## src/rtl/fifo_ctrl_pkg.sv

```systemverilog
// Shared constants and the modulo-DEPTH pointer step for the FIFO controller.
// Optional build macro used by the top: FIFO_CTRL_ERR_FLAGS_EN.
package fifo_ctrl_pkg;

    localparam int DEF_DEPTH  = 90;
    localparam int DEF_PW     = 8;
    localparam int DEF_CW     = 8;
    localparam int DEF_AF_THR = 80;
    localparam int DEF_AE_THR = 8;

    // Wraps at depth-1, so non-power-of-two depths never touch unused slots
    function automatic int next_ptr(input int ptr, input int depth);
        return (ptr == depth - 1) ? 0 : ptr + 1;
    endfunction

endpackage

```

## src/rtl/fifo_ptr_ctrl_mod_ptr_cnt.sv

```systemverilog
// Modulo-DEPTH pointer register with enable; async active-low reset to 0.
// Used once for the write pointer and once for the read pointer.
module mod_ptr_cnt
    import fifo_ctrl_pkg::*;
#(
    parameter int DEPTH = DEF_DEPTH,
    parameter int PW    = DEF_PW
) (
    input  logic          clk,
    input  logic          rst_n,
    input  logic          en,
    output logic [PW-1:0] ptr
);

    always_ff @(posedge clk or negedge rst_n) begin
        if (!rst_n)
            ptr <= '0;
        else if (en)
            ptr <= PW'(next_ptr(int'(ptr), DEPTH));
    end

endmodule

```

## src/rtl/fifo_ptr_ctrl.sv

```systemverilog
// Pointer/occupancy controller for a single-clock FIFO memory with 1-cycle read.
// Define FIFO_CTRL_ERR_FLAGS_EN to add sticky overflow/underflow flags and err_clr.
module fifo_ptr_ctrl
    import fifo_ctrl_pkg::*;
#(
    parameter int DEPTH  = DEF_DEPTH,
    parameter int PW     = DEF_PW,
    parameter int CW     = DEF_CW,
    parameter int AF_THR = DEF_AF_THR,
    parameter int AE_THR = DEF_AE_THR
) (
    input  logic          clk,
    input  logic          rst_n,
`ifdef FIFO_CTRL_ERR_FLAGS_EN
    input  logic          err_clr,
    output logic          overflow,
    output logic          underflow,
`endif
    input  logic          wr_req,
    input  logic          rd_req,
    output logic [PW-1:0] wrPtr,
    output logic [PW-1:0] rdPtr,
    output logic          wren,
    output logic          rden,
    output logic          full,
    output logic          empty,
    output logic          almost_full,
    output logic          almost_empty,
    output logic [CW-1:0] count,
    output logic          rd_valid
);

    logic [CW-1:0] count_q;
    logic [CW-1:0] count_d;

    // Flags decode only the count register, so they never glitch on requests
    assign full         = (count_q == CW'(DEPTH));
    assign empty        = (count_q == '0);
    assign almost_full  = (count_q >= CW'(AF_THR));
    assign almost_empty = (count_q <= CW'(AE_THR));
    assign count        = count_q;

    assign wren = wr_req & ~full;
    assign rden = rd_req & ~empty;

    mod_ptr_cnt #(.DEPTH(DEPTH), .PW(PW)) u_wr_ptr (
        .clk   (clk),
        .rst_n (rst_n),
        .en    (wren),
        .ptr   (wrPtr)
    );

    mod_ptr_cnt #(.DEPTH(DEPTH), .PW(PW)) u_rd_ptr (
        .clk   (clk),
        .rst_n (rst_n),
        .en    (rden),
        .ptr   (rdPtr)
    );

    always_comb begin
        count_d = count_q;
        unique case ({wren, rden})
            2'b10:   count_d = count_q + CW'(1);
            2'b01:   count_d = count_q - CW'(1);
            default: count_d = count_q;
        endcase
    end

    always_ff @(posedge clk or negedge rst_n) begin
        if (!rst_n) begin
            count_q  <= '0;
            rd_valid <= 1'b0;
        end else begin
            count_q  <= count_d;
            rd_valid <= rden;
        end
    end

`ifdef FIFO_CTRL_ERR_FLAGS_EN
    // A new error in the clear cycle wins over err_clr
    always_ff @(posedge clk or negedge rst_n) begin
        if (!rst_n) begin
            overflow  <= 1'b0;
            underflow <= 1'b0;
        end else begin
            overflow  <= (wr_req & full) | (overflow & ~err_clr);
            underflow <= (rd_req & empty) | (underflow & ~err_clr);
        end
    end
`endif

endmodule

```

## config.mk

```make
export PLATFORM = sky130hd
export DESIGN_NAME = fifo_ptr_ctrl
export DESIGN_NICKNAME = d
export VERILOG_FILES = /design/src/rtl/fifo_ctrl_pkg.sv /design/src/rtl/fifo_ptr_ctrl_mod_ptr_cnt.sv /design/src/rtl/fifo_ptr_ctrl.sv
export SDC_FILE = /design/constraint.sdc
export NUM_CORES = 1
export LEC_CHECK = 0
export CAP_MARGIN = 5
export CORE_ASPECT_RATIO = 0.8
export CORE_MARGIN = 8
export CORE_UTILIZATION = 30
export DETAILED_ROUTE_END_ITERATION = 10
export PLACE_DENSITY = 0.56
export SLEW_MARGIN = 10
export SYNTH_ARGS = -nofsm -noshare
export SYNTH_HDL_FRONTEND = slang
export SYNTH_SLANG_ARGS = --single-unit
```

## constraint.sdc

```tcl
create_clock -name clk -period 5.4 [get_ports clk]
set_input_delay 1.08 -clock clk [delete_from_list [all_inputs] [get_ports clk]]
set_output_delay 1.08 -clock clk [all_outputs]
set_load 0.005 [all_outputs]
```

==> out/qor.txt, run 1 <==
Crit start category: primary input
Pin count of the biggest net entering global routing: 26
Initial Util: 0.3106
Post-Syn Instances: 158
Setup_tns: 0 ns
Relative slew slack: 0.6352
Die Height: 80.22 um
Final instance area: 2011 um^2
Top cell type by total area after synthesis: dfrtp_1
Worst slack, placed: 1.587 ns
Die W: 96.27 um
CP peak stage delay: 0.44 ns
Leakage: 0.8552 nW
Post-CTS Hold Buffers: 0
Period utilisation layout: 0.6627
GRT Total Usage: 0.1010
Clock Tree Buf Depth: 2
RSZ-0062 raised after global routing: no
Worst skew pair latency: 0.27 ns
Core Box Area: 4979 um^2
Crit path to: count[7]
Synthesized area: 1546 um^2
Worst Skew: 0.004250 ns
Final setup vio count: 0
I/O Pins: 35
CTS tree: built
Placed Area: 1964 um^2
Die area: 7723 um^2
Crit path max fanout: 11
Routed wire per std cell: 14.51 um
Post-synth cell types: 44
Setup bufs post-CTS: 0
PortBufs: 34
Part of the Yosys area used for sequential elements: 0.4045
VDD IR-drop max: 194.2 uV
Total grt overflow: 0
Routability cong.: 0.8128
Worst path required time: 5.56 ns
Synth warn: 0
Drc violations: 0
Crit path cell chain: clkdlybuf4s50_1 > or2b_4 > inv_4 > ha_1 > ha_1 > a211oi_1 > nor2_1 > a221oi_1 > xnor2_1 > a32o_1
Num CTS Buffers: 3
Placed insts: 253
Final hold slack: 0.4949 ns
Worst min path class: flop to flop
MaxCap Viol Count: 0
FP Rows: 23
Worst Max-Slew Pin Slew: 0.5471 ns
Crit Reg-Reg Endpoint: count[7]
Vias/cell: 5.078
Clock Sinks: 25
Crit end category: flop
Reg2Reg Depth: 11
FFs w/ async S/R, synth: 1.000
Final Hold Fails: 0
Yosys reg bits: 25
Status: completed
Fillers: 507
Setup crit start: rd_req
CP Data Arrival Time: 3.74 ns
DP Wirelength: 2821 um
Storage cell area: 625.6 um^2
Clk root buf: clkbuf_8
Reg2Reg Setup Slack: 2.04 ns
Routed Antenna Nets: 0
Ys flop type: dfrtp_1
Final setup margin: 1.821 ns
Crit path time final: 3.579 ns
Syn Nets: 174
DRT iter0 DRCs: 37
Crit path max-delay cell type: clkdlybuf4s50_1
Layout Cells excl Fill: 257
Layout cells sized above 1: 0.09744
Pins Over Slew Limit: 0
Vias in the first global route: 1203
Multi-input logic area: 882.1 um^2
Fmax achieved: 279.4 MHz
Total wire length: 3730 um
Top-area cell type share of the netlist area: 0.4045
Fin nets: 212
Post_cts resized: 0
CP dominant cell by count: ha_1
EDFF count, synth: 0
Initial antenna violation count: 0
Htree depth: 1
Critical path type: primary input to flop
Vias post-DR: 1305
Mean Syn Cell Area: 9.788 um^2
Worst r2r src: count[4]
Drt pass-1 iters: 4
Global-route wire length before repair: 6265 um
Synth area leaders: dfrtp_1 40%, ha_1 8.9%, o21ai_0 4.9%
Antenna Cells: 0
Power Density: 478.5 nW/um^2
Area growth syn-to-layout: 30.02%
Reg clk slew, reported paths: 0.09 ns
-- layout by cell type (no fill, tap or decap), drive strengths merged, types with 5 or more instances in the layout --
| master | n |
|---|---|
| nand4 | 5 |
| nand2 | 13 |
| a21oi | 5 |
| and3 | 7 |
| ha | 11 |
| inv | 7 |
| nor2 | 12 |
| dfrtp | 25 |
| xnor2 | 5 |
| o21ai | 19 |
| clkdlybuf4s50 | 34 |
-- cell type report --
type,count,share of cell area
Clock buffer,3,0.02054
Clock inverter,1,0.002489
Inverter,7,0.01556
Multi-Input combinational cell,124,0.4387
Sequential cell,25,0.3111
Tap cell,62,0.03858
Timing Repair Buffer,35,0.1730
-- state kept, by name, summed over array words and instances (netlist names) --
signal / cells
u_rd_ptr.ptr: 8
count: 8
u_wr_ptr.ptr: 8
rd_valid: 1
-- critical path, delay by kind of cell --
kind | cells | cell delay, ns
xor+xnor | 1 | 0.10
buf+inv | 2 | 0.56
fa+ha+maj | 2 | 0.75
compound gates | 3 | 0.83
simple gates | 2 | 0.42
-- through the flow --
stage          utilization  total power, mW
3_3_place_gp        0.3946           0.8578
4_1_cts             0.4039           0.9775
5_1_grt             0.4039            1.054
3_5_place_dp        0.3946           0.8598
6_report            0.4039           0.9622
2_1_floorplan            -           0.6116
-- per-layer routing --
metal,GRT usage,share of wire
met5,0,0
met4,0.02450,0.010
met3,0.03352,0.070
met2,0.1467,0.44
met1,0.1396,0.48
-- synthesized netlist by cell type, types with 2 or more instances --
cell type and n:
o21ai_0 15, or4_4 2, ha_1 11, xnor2_1 5
a211oi_1 3, dfrtp_1 25, and3_1 6, a21oi_1 5
nand3_1 2, xor2_1 2, a31oi_1 2, or3_2 2
nor2_1 12, o21bai_1 2, o21a_1 3, a21o_1 2
and4b_1 2, inv_1 5, nand4_1 4, clkbuf_1 2
nand2_1 12, nor2b_1 3, o31ai_1 4, inv_4 2
o21ai_1 3, nor3_1 3, mux2_1 2
-- power by group --
| group | internal (mW) | total [mW] | switching, mW |
|---|---|---|---|
| Clock | 0.0517 | 0.114 | 0.0621 |
| Combinational | 0.277 | 0.479 | 0.203 |
| Sequential | 0.257 | 0.369 | 0.112 |
-- worst min-delay path by stage --
stage                                from              end  slack (ns)  cells after the start
after floorplan           u_wr_ptr.ptr[7]  u_wr_ptr.ptr[7]        0.48                      1
after global placement    u_wr_ptr.ptr[7]  u_wr_ptr.ptr[7]        0.49                      1
after detailed placement  u_wr_ptr.ptr[7]  u_wr_ptr.ptr[7]        0.49                      1
after CTS                 u_wr_ptr.ptr[7]  u_wr_ptr.ptr[7]        0.51                      1
after global routing      u_wr_ptr.ptr[7]  u_wr_ptr.ptr[7]        0.52                      1
final                     u_wr_ptr.ptr[7]  u_wr_ptr.ptr[7]        0.49                      1
-- kinds of logic (layout without fill, tap and decap cells) --
logic type / after synthesis / in the layout / synth area share
AO/OA/AOI/OAI: 44 / 44 / 0.1845
AND/OR/NAND/NOR: 57 / 57 / 0.2160
buffers and inverters: 9 / 46 / 0.02508
multiplexers: 4 / 4 / 0.02832
flip-flops: 25 / 25 / 0.4045
XOR/XNOR: 7 / 7 / 0.03964
adder cells (fa/ha/maj): 12 / 12 / 0.1019
Note: power is estimated with default switching activity, not from simulation.
==> inputs of run 2 (changes only) <==
Settings changed: PLACE_DENSITY 0.56 to 0.58.
Clock period 5.4 ns to 3.23 ns, I/O delays scaled along.
==> out/qor.txt, run 2 (synthesis results as in run 1) <==
Status: completed
Routability cong.: 0.8369 (+3.0%)
Pin count of the biggest net entering global routing: 26 (unchanged)
Critical path type: flop to flop
Fin nets: 222 (+4.7%)
Clock Sinks: 25 (unchanged)
FP Rows: 23 (unchanged)
Global-route wire length before repair: 6258 um (-0.11%)
Worst min path class: flop to flop
MaxCap Viol Count: 0 (unchanged)
Antenna Cells: 0 (unchanged)
Area growth syn-to-layout: 35.76%
Worst skew pair latency: 0.28 ns (about the same)
Vias post-DR: 1361 (+4.3%)
Crit end category: flop
Commonest non-fill, non-tap cell in the layout: clkdlybuf4s50_1
Reg clk slew, reported paths: 0.09 ns (about the same)
CP Data Arrival Time: 3.24 ns (-0.50 ns)
VDD IR-drop max: 351.6 uV (+81%)
Die area: 7723 um^2 (unchanged)
Num CTS Buffers: 3 (unchanged)
Worst path required time: 3.41 ns (-2.15 ns)
Fmax achieved: 326.3 MHz
Routed wire per std cell: 14.30 um (-1.4%)
Total grt overflow: 0 (unchanged)
Die W: 96.27 um (unchanged)
GRT Total Usage: 0.1012 (+0.0001746)
RSZ-0062 raised after global routing: no
Drc violations: 0 (unchanged)
DP Wirelength: 2860 um (+1.4%)
Relative slew slack: 0.6404 (+0.005126)
Initial antenna violation count: 0 (unchanged)
Period utilisation layout: 0.9489
DRT iter0 DRCs: 43 (+16%)
Die Height: 80.22 um (unchanged)
Final instance area: 2100 um^2 (+4.4%)
Power Density: 816.1 nW/um^2 (+71%)
Final Hold Fails: 0 (unchanged)
Crit path time final: 3.065 ns
Worst Skew: 0.01143 ns (+0.007179 ns)
Htree depth: 1 (unchanged)
Setup_tns: 0 ns (unchanged)
Core Box Area: 4979 um^2 (unchanged)
Layout cells sized above 1: 0.1512 (+0.05378)
Pins Over Slew Limit: 0 (unchanged)
Routed Antenna Nets: 0 (unchanged)
Crit path max fanout: 9 (-2)
PortBufs: 34 (unchanged)
Vias in the first global route: 1303 (+8.3%)
Drt pass-1 iters: 4 (unchanged)
Clock Tree Buf Depth: 2 (unchanged)
Initial Util: 0.3106 (unchanged)
Total wire length: 3819 um (+2.4%)
Worst Max-Slew Pin Slew: 0.5395 ns (-0.007689 ns)
Leakage: 0.9043 nW (+5.7%)
Clk root buf: clkbuf_8
Crit start category: flop
Final setup vio count: 0 (unchanged)
I/O Pins: 35 (unchanged)
Vias/cell: 5.097 (+0.39%)
CTS tree: built
Most frequent cells in the layout: 34 x clkdlybuf4s50_1, 25 x dfrtp_1, 14 x o21ai_0
Placed Area: 2024 um^2 (+3.1%)
==> run 2: cell type report <==
type | count | area, um^2
fill | 492 | 2879
multi-input combinational | 124 | 893.4
sequential | 25 | 625.6
timing repair buffer | 45 | 422.9
tap | 62 | 77.57
clock buffer | 3 | 41.29
inverter | 7 | 31.28
clock inverter | 1 | 7.507
==> run 2: timing repair <==
| item | 4_1_cts | 5_1_grt |
|---|---|---|
| resized for setup | 0 | 3 |
| setup endpoints to repair | 0 | 1 |
| hold buffers | 0 | 0 |
| buffers inserted | 0 | 2 |
==> run 2: layer usage <==
metal / up-vias / global-route usage / routed length (um)
li1: 676 / - / -
met1: 641 / 0.1329 / 1883
met2: 40 / 0.1535 / 1612
met3: 4 / 0.03445 / 285
met4: 0 / 0.02757 / 38
met5: - / 0 / 0
==> run 2: worst max-delay path, cell delays in order (launching register included) <==
cell     delay, ns
dfrtp_1       0.41
buf_4         0.14
or4_4         0.52
o21ai_4       0.28
ha_1          0.29
buf_4         0.18
ha_1          0.27
o21a_1        0.18
o31a_1        0.11
o21a_1        0.19
o21a_1        0.17
o31ai_1       0.22
==> run 2: final timing paths <==
| path | start | endpoint | slack (ns) | cells after the start |
|---|---|---|---|---|
| setup / recovery | count[5] | count[6] | 0.16 | 11 |
| hold / removal | u_rd_ptr.ptr[6] | u_rd_ptr.ptr[6] | 0.51 | 1 |
| setup reg to reg | count[5] | count[6] | 0.16 | 11 |
| hold reg to reg | u_rd_ptr.ptr[6] | u_rd_ptr.ptr[6] | 0.51 | 1 |
| max in group asynchronous | rst_n | count[6] | 2.24 | 2 |
| min in group asynchronous | rst_n | u_wr_ptr.ptr[5] | 0.72 | 2 |
==> run 2: power by group <==
part / switching, mW / internal (mW) / total [mW] / leakage (nW)
Combinational: 0.418 / 0.533 / 0.951 / 0.572
Sequential: 0.134 / 0.430 / 0.564 / 0.311
Clock: 0.110 / 0.0876 / 0.198 / 0.0217
Total: 0.662 / 1.05 / 1.71 / 0.904
==> run 2: per-stage QoR <==
step | hold slack, ns | std cells | utilization | power [mW] | setup WS (ns)
finish | 0.5076 | 267 | 0.4217 | 1.713 | 0.1650
global route | 0.5367 | 267 | 0.4217 | 1.862 | 0.008431
CTS | 0.5090 | 265 | 0.4164 | 1.700 | 0.1262
detailed placement | 0.4880 | 261 | 0.4066 | 1.494 | 0.1076
global placement | 0.4928 | 261 | 0.4066 | 1.493 | 0.1545
floorplan | 0.3504 | 158 | - | 1.022 | 0.1389
